**src/rtl/trans_issuer.sv**
```systemverilog
// rtl/trans_issuer.sv - Burst address issuer: expands one command into an AXIS stream of incrementing virtual addresses.
module trans_issuer #(
  parameter int VADDR_W = 8,
  parameter int BLOCK_W = 8,
  parameter int LEN_W   = 8
) (
  input  logic               i_clk,
  input  logic               i_rst_n,
  input  logic               cmd_valid,
  output logic               cmd_ready,
  input  logic [BLOCK_W-1:0] cmd_block,
  input  logic [VADDR_W-1:0] cmd_vaddr,
  input  logic [LEN_W-1:0]   cmd_len,
  output logic               m_tvalid,
  input  logic               m_tready,
  output logic [VADDR_W-1:0] m_tdata,
  output logic [BLOCK_W-1:0] m_tuser,
  output logic               m_tlast,
  output logic               o_busy,
  output logic               o_done
);

  localparam logic [0:0] ST_IDLE   = 1'b0;
  localparam logic [0:0] ST_STREAM = 1'b1;

  logic [0:0]       state;
  logic [LEN_W-1:0] len_q;
  logic [LEN_W-1:0] beat_cnt;
  logic             accept;
  logic             beat_hs;

  // cmd_ready decodes state only, so there is no path from m_tready.
  assign cmd_ready = i_rst_n & (state == ST_IDLE);
  assign accept    = cmd_valid & cmd_ready;
  assign m_tvalid  = (state == ST_STREAM);
  assign o_busy    = (state == ST_STREAM);
  assign m_tlast   = m_tvalid & (beat_cnt == len_q);
  assign beat_hs   = m_tvalid & m_tready;

  always_ff @(posedge i_clk or negedge i_rst_n) begin
    if (!i_rst_n) begin
      state    <= ST_IDLE;
      len_q    <= '0;
      beat_cnt <= '0;
      m_tdata  <= '0;
      m_tuser  <= '0;
      o_done   <= 1'b0;
    end else begin
      o_done <= 1'b0;
      case (state)
        ST_IDLE: begin
          if (accept) begin
            len_q    <= cmd_len;
            beat_cnt <= '0;
            m_tdata  <= cmd_vaddr;
            m_tuser  <= cmd_block;
            state    <= ST_STREAM;
          end
        end
        ST_STREAM: begin
          if (beat_hs) begin
            // The counter stops at len on the final beat, so len=all-ones never overflows.
            if (m_tlast) begin
              state  <= ST_IDLE;
              o_done <= 1'b1;
            end else begin
              beat_cnt <= beat_cnt + LEN_W'(1);
              m_tdata  <= m_tdata + VADDR_W'(1);
            end
          end
        end
        default: state <= ST_IDLE;
      endcase
    end
  end

endmodule
```
**config.mk**
```make
export PLATFORM = sky130hd
export DESIGN_NAME = trans_issuer
export DESIGN_NICKNAME = d
export VERILOG_FILES = /design/src/rtl/trans_issuer.sv
export SDC_FILE = /design/constraint.sdc
export NUM_CORES = 1
export LEC_CHECK = 0
export BUFFER_PORTS_ARGS = -buffer_cell sky130_fd_sc_hd__buf_2
export CELL_PAD_IN_SITES_DETAIL_PLACEMENT = 1
export CELL_PAD_IN_SITES_GLOBAL_PLACEMENT = 1
export CORE_MARGIN = 5
export CORE_UTILIZATION = 35
export CTS_CLUSTER_SIZE = 25
export DETAILED_ROUTE_END_ITERATION = 12
export PLACE_DENSITY = 0.7
export RECOVER_POWER = 100
export SETUP_SLACK_MARGIN = 0.1
export SLEW_MARGIN = 20
export SYNTH_ARGS = -nofsm -noshare
export SYNTH_HDL_FRONTEND = slang
export SYNTH_SLANG_ARGS = --single-unit
```
**constraint.sdc**
```tcl
create_clock -name i_clk -period 5.35 [get_ports i_clk]
set_clock_uncertainty 0.1 [all_clocks]
set_input_delay 0.2675 -clock i_clk [delete_from_list [all_inputs] [get_ports i_clk]]
set_output_delay 0.2675 -clock i_clk [all_outputs]
set_load 0.05 [all_outputs]
```
Word-level counts from Yosys, hierarchy flattened
Cells that the tools add are included.

Output and inout bits: 21. Input bits: 28. Bits in registers: 34.

Add/subtract/negate cells: 2. Muxes and demuxes: 15. Reductions and logical operators: 2. Bitwise gates (word level): 5. Equality and inequality tests: 4.

Operator list (number): 2-to-1 mux 8 bit (6); one-hot mux 8 bit (2 select lines) (2); adder 8 x 1 -> 8 bit (second input constant) (2); == test 8 bit (1); 2-to-1 mux 1 bit (6); AND 1 bit (4); != test 2 bit (second input constant) (2); AND reduction 3 bit (1); != test 2 x 1 -> 1 bit (second input constant) (1); one-hot mux 1 bit (2 select lines) (1); AND reduction 2 bit (1); inverter 1 bit (1).

Longest topological paths before layout
Gate-level depths: netlist of the first run.

Depth after elaboration: 5. Gate-level depth with buffers: 6.

Least setup slack after synthesis of the first run
Ideal clock, no wire load.

Path type: reg2reg. Start point: register state, in the netlist m_tvalid. End point: register m_tdata[3]. Stages on the path, launching flop included: 7. Period minus slack after synthesis: 2436 ps. Arrival: 2214 ps. Setup slack: 2914 ps. Path buffers: 1. Library setup time: 122 ps. Cell sequence: dfrtp_1 nor2b_1 and2_1 clkbuf_1 o2111a_1 o21ai_0 o2111a_1.

Longest elaborated chain between the ends: 5. Elaborated cells between the ends (all ways): 10.

RTL lines: start: declaration (line 26) `logic [0:0] state;`; start signal: assignment (line 42) `state <= ST_IDLE;`; start signal: assignment (line 57) `state <= ST_STREAM;`; start signal: assignment (line 64) `state <= ST_IDLE;`; inverter 1 bit (no source line); AND 1 bit (line 33) `assign cmd_ready = i_rst_n & (state == ST_IDLE);`; via cmd_ready (line 10) `output logic cmd_ready,`; AND 1 bit (line 34) `assign accept = cmd_valid & cmd_ready;`; != test 2 bit (no source line); AND reduction 3 bit (no source line); end signal: assignment (line 55) `m_tdata <= cmd_vaddr;`; end signal: assignment (line 68) `m_tdata <= m_tdata + VADDR_W'(1);`; end: declaration (line 16) `output logic [VADDR_W-1:0] m_tdata,`.

The timed path passes the listed nets, and every way through them passes these cells. A chain may end at the register's enable or synchronous reset.

Final worst setup path of the first run
Start point: input port i_rst_n. End point: register m_tdata[3].

Longest elaborated chain between the ends: 4.

RTL lines: start: declaration (line 8) `input logic i_rst_n,`; AND 1 bit (line 33); AND 1 bit (line 34); != test 2 bit (no source line); AND reduction 3 bit (no source line).

No other way between the ends.

==> results of run 1 <==
-- flip-flops by register name (all words and copies together), names as in the netlist --
signal and flops:
beat_cnt 8, len_q 8, m_tdata 8, m_tuser 8, m_tvalid 1, o_done 1
-- cell usage in the layout (no fill, tap or decap), types with 4 or more instances in the layout --
cell	count
nor2_1	10
xnor2_1	8
dfrtp_1	34
clkbuf_8	6
o22a_1	4
clkbuf_1	24
o21ai_0	10
nand3_1	14
buf_2	26
nand2_1	65
-- per-stage QoR --
| step | cells | util, % |
|---|---|---|
| 6_report | 310 | 43.3 |
| 5_1_grt | 310 | 43.3 |
| 4_1_cts | 310 | 44.2 |
| 3_5_place_dp | 302 | 42.3 |
| 3_3_place_gp | 302 | 42.3 |
| 2_1_floorplan | 195 | - |
-- power groups by stage --
stage	clock network (W)	registers (W)	logic, W
floorplan	0	0.000426	0.000129
finish	0.000198	0.000371	0.000243
global placement	0	0.000375	0.000249
global route	0.000219	0.000383	0.000272
CTS	0.000205	0.000372	0.000254
detailed placement	0	0.000376	0.000253
-- critical path: cells and delay by family --
family                 cells  cell delay [ns]
AOI/OAI and AO/OA          3             0.52
and+or+nand+nor            2             1.06
buffers and inverters      1             1.35
-- Yosys cell counts (2+ instances only) --
master	number	area, um^2
o21ai_0	10	50.1
and3_1	2	12.5
and2_1	2	12.5
nor2_1	10	37.5
nand3_1	14	70.1
or4_1	3	22.5
ha_1	2	25.0
o22a_1	4	35.0
o22ai_1	2	12.5
nand2b_1	2	12.5
clkbuf_1	5	18.8
buf_4	2	15.0
inv_1	3	11.3
dfrtp_1	34	851
xnor2_1	8	70.1
a221oi_1	2	17.5
a22o_1	2	17.5
nand2_1	65	244
o2111a_1	2	22.5
a21oi_1	2	10.0
-- final cells by class --
| cell class | instances | area [um^2] | area share [%] |
|---|---|---|---|
| clock buffers | 7 | 86.3 | 4.17 |
| clock inverters | 1 | 5.00 | 0.242 |
| flip-flops and latches | 34 | 851 | 41.1 |
| multi-input cells | 149 | 817 | 39.5 |
| inverters | 3 | 11.3 | 0.544 |
| repair buffers | 49 | 216 | 10.5 |
| well taps | 67 | 83.8 | 4.05 |
-- per-layer routing --
layer	wire (um)	global-route usage [%]	vias up
met5	0	0	-
met1	2050	19.7	740
met2	2240	24.9	31
li1	-	-	762
met4	40	3.89	0
met3	151	3.92	6
-- worst max-delay path by stage --
stage / from / end / slack [ns] / cells after the start
floorplan: m_tvalid / m_tdata[3] / 2.91 / 6
global placement: m_tvalid / beat_cnt[2] / 2.78 / 4
detailed placement: m_tvalid / beat_cnt[2] / 2.70 / 4
CTS: m_tvalid / beat_cnt[2] / 2.68 / 4
global route: i_rst_n / m_tdata[3] / 1.54 / 6
finish: i_rst_n / m_tdata[3] / 2.20 / 6
-- cells by family after synthesis --
| group | Yosys count | synth area share, % |
|---|---|---|
| adders and majority gates | 2 | 1.43 |
| AOI/OAI and AO/OA | 32 | 13.8 |
| muxes | 1 | 0.574 |
| xor gates and xnor gates | 8 | 4.02 |
| DFF | 34 | 48.8 |
| buffers and inverters | 12 | 3.51 |
| and+or+nand+nor | 106 | 27.8 |
==> flow_summary.toml, run 1 <==
[outcome]
status = "finished, violations left"
violations = "max-capacitance violations, max-slew violations"

[grt]
grt_max_degree = 37
antenna_found_initial = 0
grt_pass1_wl_mm = 7.59
grt_pass1_vias = 1562
grt_overflow = 0
grt.total_usage_pct = 15.1

[logic_synthesis]
ys_warn_count = 0
synth-edff-count = 0
syn_inst = 195
ys.flop_type = "dfrtp_1"
yosysUniqueCellTypes = 39
async_reset_ff_share_pct = 100
synth-seq-cells = 34
syn_nets = 225
seq_area_frac_synth_pct = 48.8
synth_area_mm2 = 0.00174
avgSynthCellArea_um2 = 8.94

[timing]
fin_crit_sh_pct = 58.9
timing.hold.ws_ns = 0.0702
hold_viol = 0
fin_ws_ns = 2.20
finalSetupViolCount = 0
fin_crit_ns = 3.15
relSlewSlack_pct = -28.4
grt_setup_unrepaired = "no"
finalSetupTns_ns = 0
drv_slew = 37
tightestPinTransition_ns = 1.93
fmax_mhz = 317

[power_and_ir_drop]
comb_power_share_pct = 29.9
seqPwrFrac_pct = 45.7
pwr-share-clk_pct = 24.4
internal-power_w = 0.000491
ir_drop_mv = 0.180
switching_power_w = 0.000321
leakage_nw = 0.987
power.density_mw_per_mm2 = 392
p_sw_share_pct = 39.6
finalPower_w = 0.000812

[clocking]
post_cts_resize_count = 0
post_cts_buffers = 0
cts_buffers = 5
clk_pin_slew_worst_paths_ns = 0.07
root_buffer = "clkbuf_8"
cts_htree_levels = 2
clk_path_buf_depth = 2
cts.hold.buffers_added = 0
cts.sink_count = 34
tritoncts = "built"
insertion_delay_ns = 0.28

[critical_path]
path_cells = "clkbuf_1, nor2b_1, and2_0, o2111a_1, o21ai_0, o2111a_1"
cp.arrival_ns = 3.23
critical_path.most_common_cell = "o2111a_1"
path_class = "input port to flop"
cp_max_fo = 36
endpoint_kind = "flop"
rrSetupSlack_ns = 2.79
rr_startpoint = "m_tvalid"
critPathLaunchType = "input port"
worstRegToRegCells = 4
reg2reg_to = "beat_cnt[2]"
crit_required_ns = 5.42
critPathMaxStageDelay_ns = 1.35
cp_slowest_cell = "clkbuf_1"

[job]
cap_violations = 1

[route]
ant_nets = 0
drcViolationCount = 0
vias = 1539
drtIter0Drc = 36
drt-total-wl_mm = 4.48
wl_per_cell_um = 14.4
first_pass_iters = 4
via_per_inst = 4.96

[die]
row_count = 25
die_x_um = 80.6
start_util_pct = 36.4
die_y_um = 80.6
core-area_mm2 = 0.00479
io_pins = 49
dieArea_mm2 = 0.00649

[placement]
place_ws_ns = 2.70
portBuffers = 48
dpl_cell_area_mm2 = 0.00203
place_congestion = 0.715
place_hpwl_mm = 3.22

[hold_path]
hold-path-cell-count = 3
hold_path_class = "input port to flop"
min_to = "m_tuser[6]"
hp-start = "cmd_block[6]"

[final_layout]
area_growth_pct = 18.7
drive_gt1_share_pct = 14.8
n_fill_cell = 597
diodes = 0
final_area_mm2 = 0.00207
fin_nets = 272
Power figures use the tool's default switching activity.
==> run 2, diff against run 1 <==
==> constraint.sdc (replaced) <==
create_clock -name i_clk -period 3.1 [get_ports i_clk]
set_clock_uncertainty 0.1 [all_clocks]
set_input_delay 0.155 -clock i_clk [delete_from_list [all_inputs] [get_ports i_clk]]
set_output_delay 0.155 -clock i_clk [all_outputs]
set_load 0.05 [all_outputs]
==> flow_summary.toml, run 2 (synthesized netlist as in run 1, its figures left out) <==
[outcome]
status = "completed"

[clocking]
root_buffer = "clkbuf_8"
tritoncts = "built"
cts.sink_count = 34
cts_buffers = 5
clk_pin_slew_worst_paths_ns = 0.08
insertion_delay_ns = 0.28
post_cts_buffers = 0
cts_htree_levels = 2
clk_path_buf_depth = 2

[die]
start_util_pct = 36.4
die_x_um = 80.6
core-area_mm2 = 0.00479
row_count = 25
io_pins = 49
die_y_um = 80.6
dieArea_mm2 = 0.00649

[placement]
place_hpwl_mm = 3.51
dpl_cell_area_mm2 = 0.00206
portBuffers = 48
place_ws_ns = 0.905
place_congestion = 0.812

[final_layout]
diodes = 0
final_cell_mix = "nand2_1 (65), dfrtp_1 (34), buf_2 (28), clkbuf_1 (21), dlygate4sd3_1 (17)"
area_growth_pct = 30.3
fin_nets = 292
drive_gt1_share_pct = 16.0
finalCoreUtilization_pct = 47.5
final_area_mm2 = 0.00227
layout.cells.most_common = "nand2_1"

[route]
drcViolationCount = 0
drtIter0Drc = 60
first_pass_iters = 4
vias = 1636
wl_per_cell_um = 15.2
ant_nets = 0
via_per_inst = 4.96
drt-total-wl_mm = 5.03

[power_and_ir_drop]
finalPower_w = 0.00143
ir_drop_mv = 0.294
pwr-share-clk_pct = 24.0
power.density_mw_per_mm2 = 627
leakage_nw = 1.08
internal-power_w = 0.000864
comb_power_share_pct = 31.1
p_sw_share_pct = 39.4
seqPwrFrac_pct = 44.9
switching_power_w = 0.000562

[timing]
relSlewSlack_pct = 27.9
tightestPinTransition_ns = 1.08
fin_crit_ns = 2.44
hold_viol = 0
finalSetupTns_ns = 0
fin_crit_sh_pct = 78.8
fmax_mhz = 409
drv_slew = 0
finalSetupViolCount = 0
fin_ws_ns = 0.657
grt_setup_unrepaired = "no"

[critical_path]
rr_startpoint = "beat_cnt[2]"
path_class = "flop to primary output"
rrSetupSlack_ns = 0.71
cp_max_fo = 7
endpoint_kind = "primary output"
crit_required_ns = 2.84
worstRegToRegCells = 6
reg2reg_to = "m_tdata[5]"
cp.arrival_ns = 2.19
critPathLaunchType = "flop"

[grt]
grt_max_degree = 21
grt_pass1_wl_mm = 8.34
grt.total_usage_pct = 16.8
grt_pass1_vias = 1788
antenna_found_initial = 0
grt_overflow = 0

[job]
cap_violations = 0

[hold_path]
hp-start = "cmd_vaddr[7]"
min_to = "m_tdata[7]"
hold_path_class = "input port to flop"
hold-path-cell-count = 3
## run 2: changes by cell type in the layout (fill, tap and decap cells not counted), sizes merged
cell and change:
clkbuf -3, buf +5, clkinvlp +1, dlygate4sd3 +17
## run 2: repair_timing
action | 4_1_cts | 5_1_grt
endpoints found under the hold margin | 31 | 0
hold buffers | 17 | 0
resized for setup | 0 | 0
## run 2: worst max path at each step
stage,start,end,slack [ns]
6_report,beat_cnt[5],m_tlast,0.66
5_1_grt,i_rst_n,m_tdata[3],0.39
4_1_cts,i_rst_n,m_tdata[3],0.85
3_5_place_dp,beat_cnt[3],m_tdata[5],0.91
3_3_place_gp,beat_cnt[2],m_tdata[5],0.92
2_1_floorplan,m_tvalid,m_tdata[3],0.66
## run 2: through the flow
stage                     cells  hold WS [ns]
after floorplan             195        -0.241
after global placement      305        0.0140
after detailed placement    305        0.0176
after CTS                   330        0.0495
after global routing        330        0.0608
final                       330        0.0493
## run 2: cell type report
cell class	count	area (um^2)
fill	604	2510
sequential	34	851
multi-input combinational	149	808
timing repair buffer	69	424
tap	67	83.8
clock buffer	6	82.6
clock inverter	2	12.5
inverter	3	11.3
## run 2: metal layers
| metal | vias up | wire length (um) | track usage [%] |
|---|---|---|---|
| met5 | - | 0 | 0 |
| met3 | 8 | 154 | 3.81 |
| met4 | 0 | 63 | 4.56 |
| met2 | 29 | 2610 | 30.0 |
| met1 | 797 | 2200 | 19.9 |
| li1 | 802 | - | - |
## run 2: critical path, cell delays in order, from the launching register on
cell and delay, ns:
dfrtp_1 0.46, xnor2_1 0.22, nand4_2 0.16, nor3_1 0.68
buf_2 0.39
## run 2: power groups by stage
stage	Combinational [W]	Sequential, W	Clock, W
after floorplan	0.000222	0.000734	0
after global placement	0.000441	0.000644	0
after detailed placement	0.000446	0.000649	0
after CTS	0.000467	0.000641	0.000353
after global routing	0.000492	0.000657	0.000377
final	0.000444	0.000640	0.000342
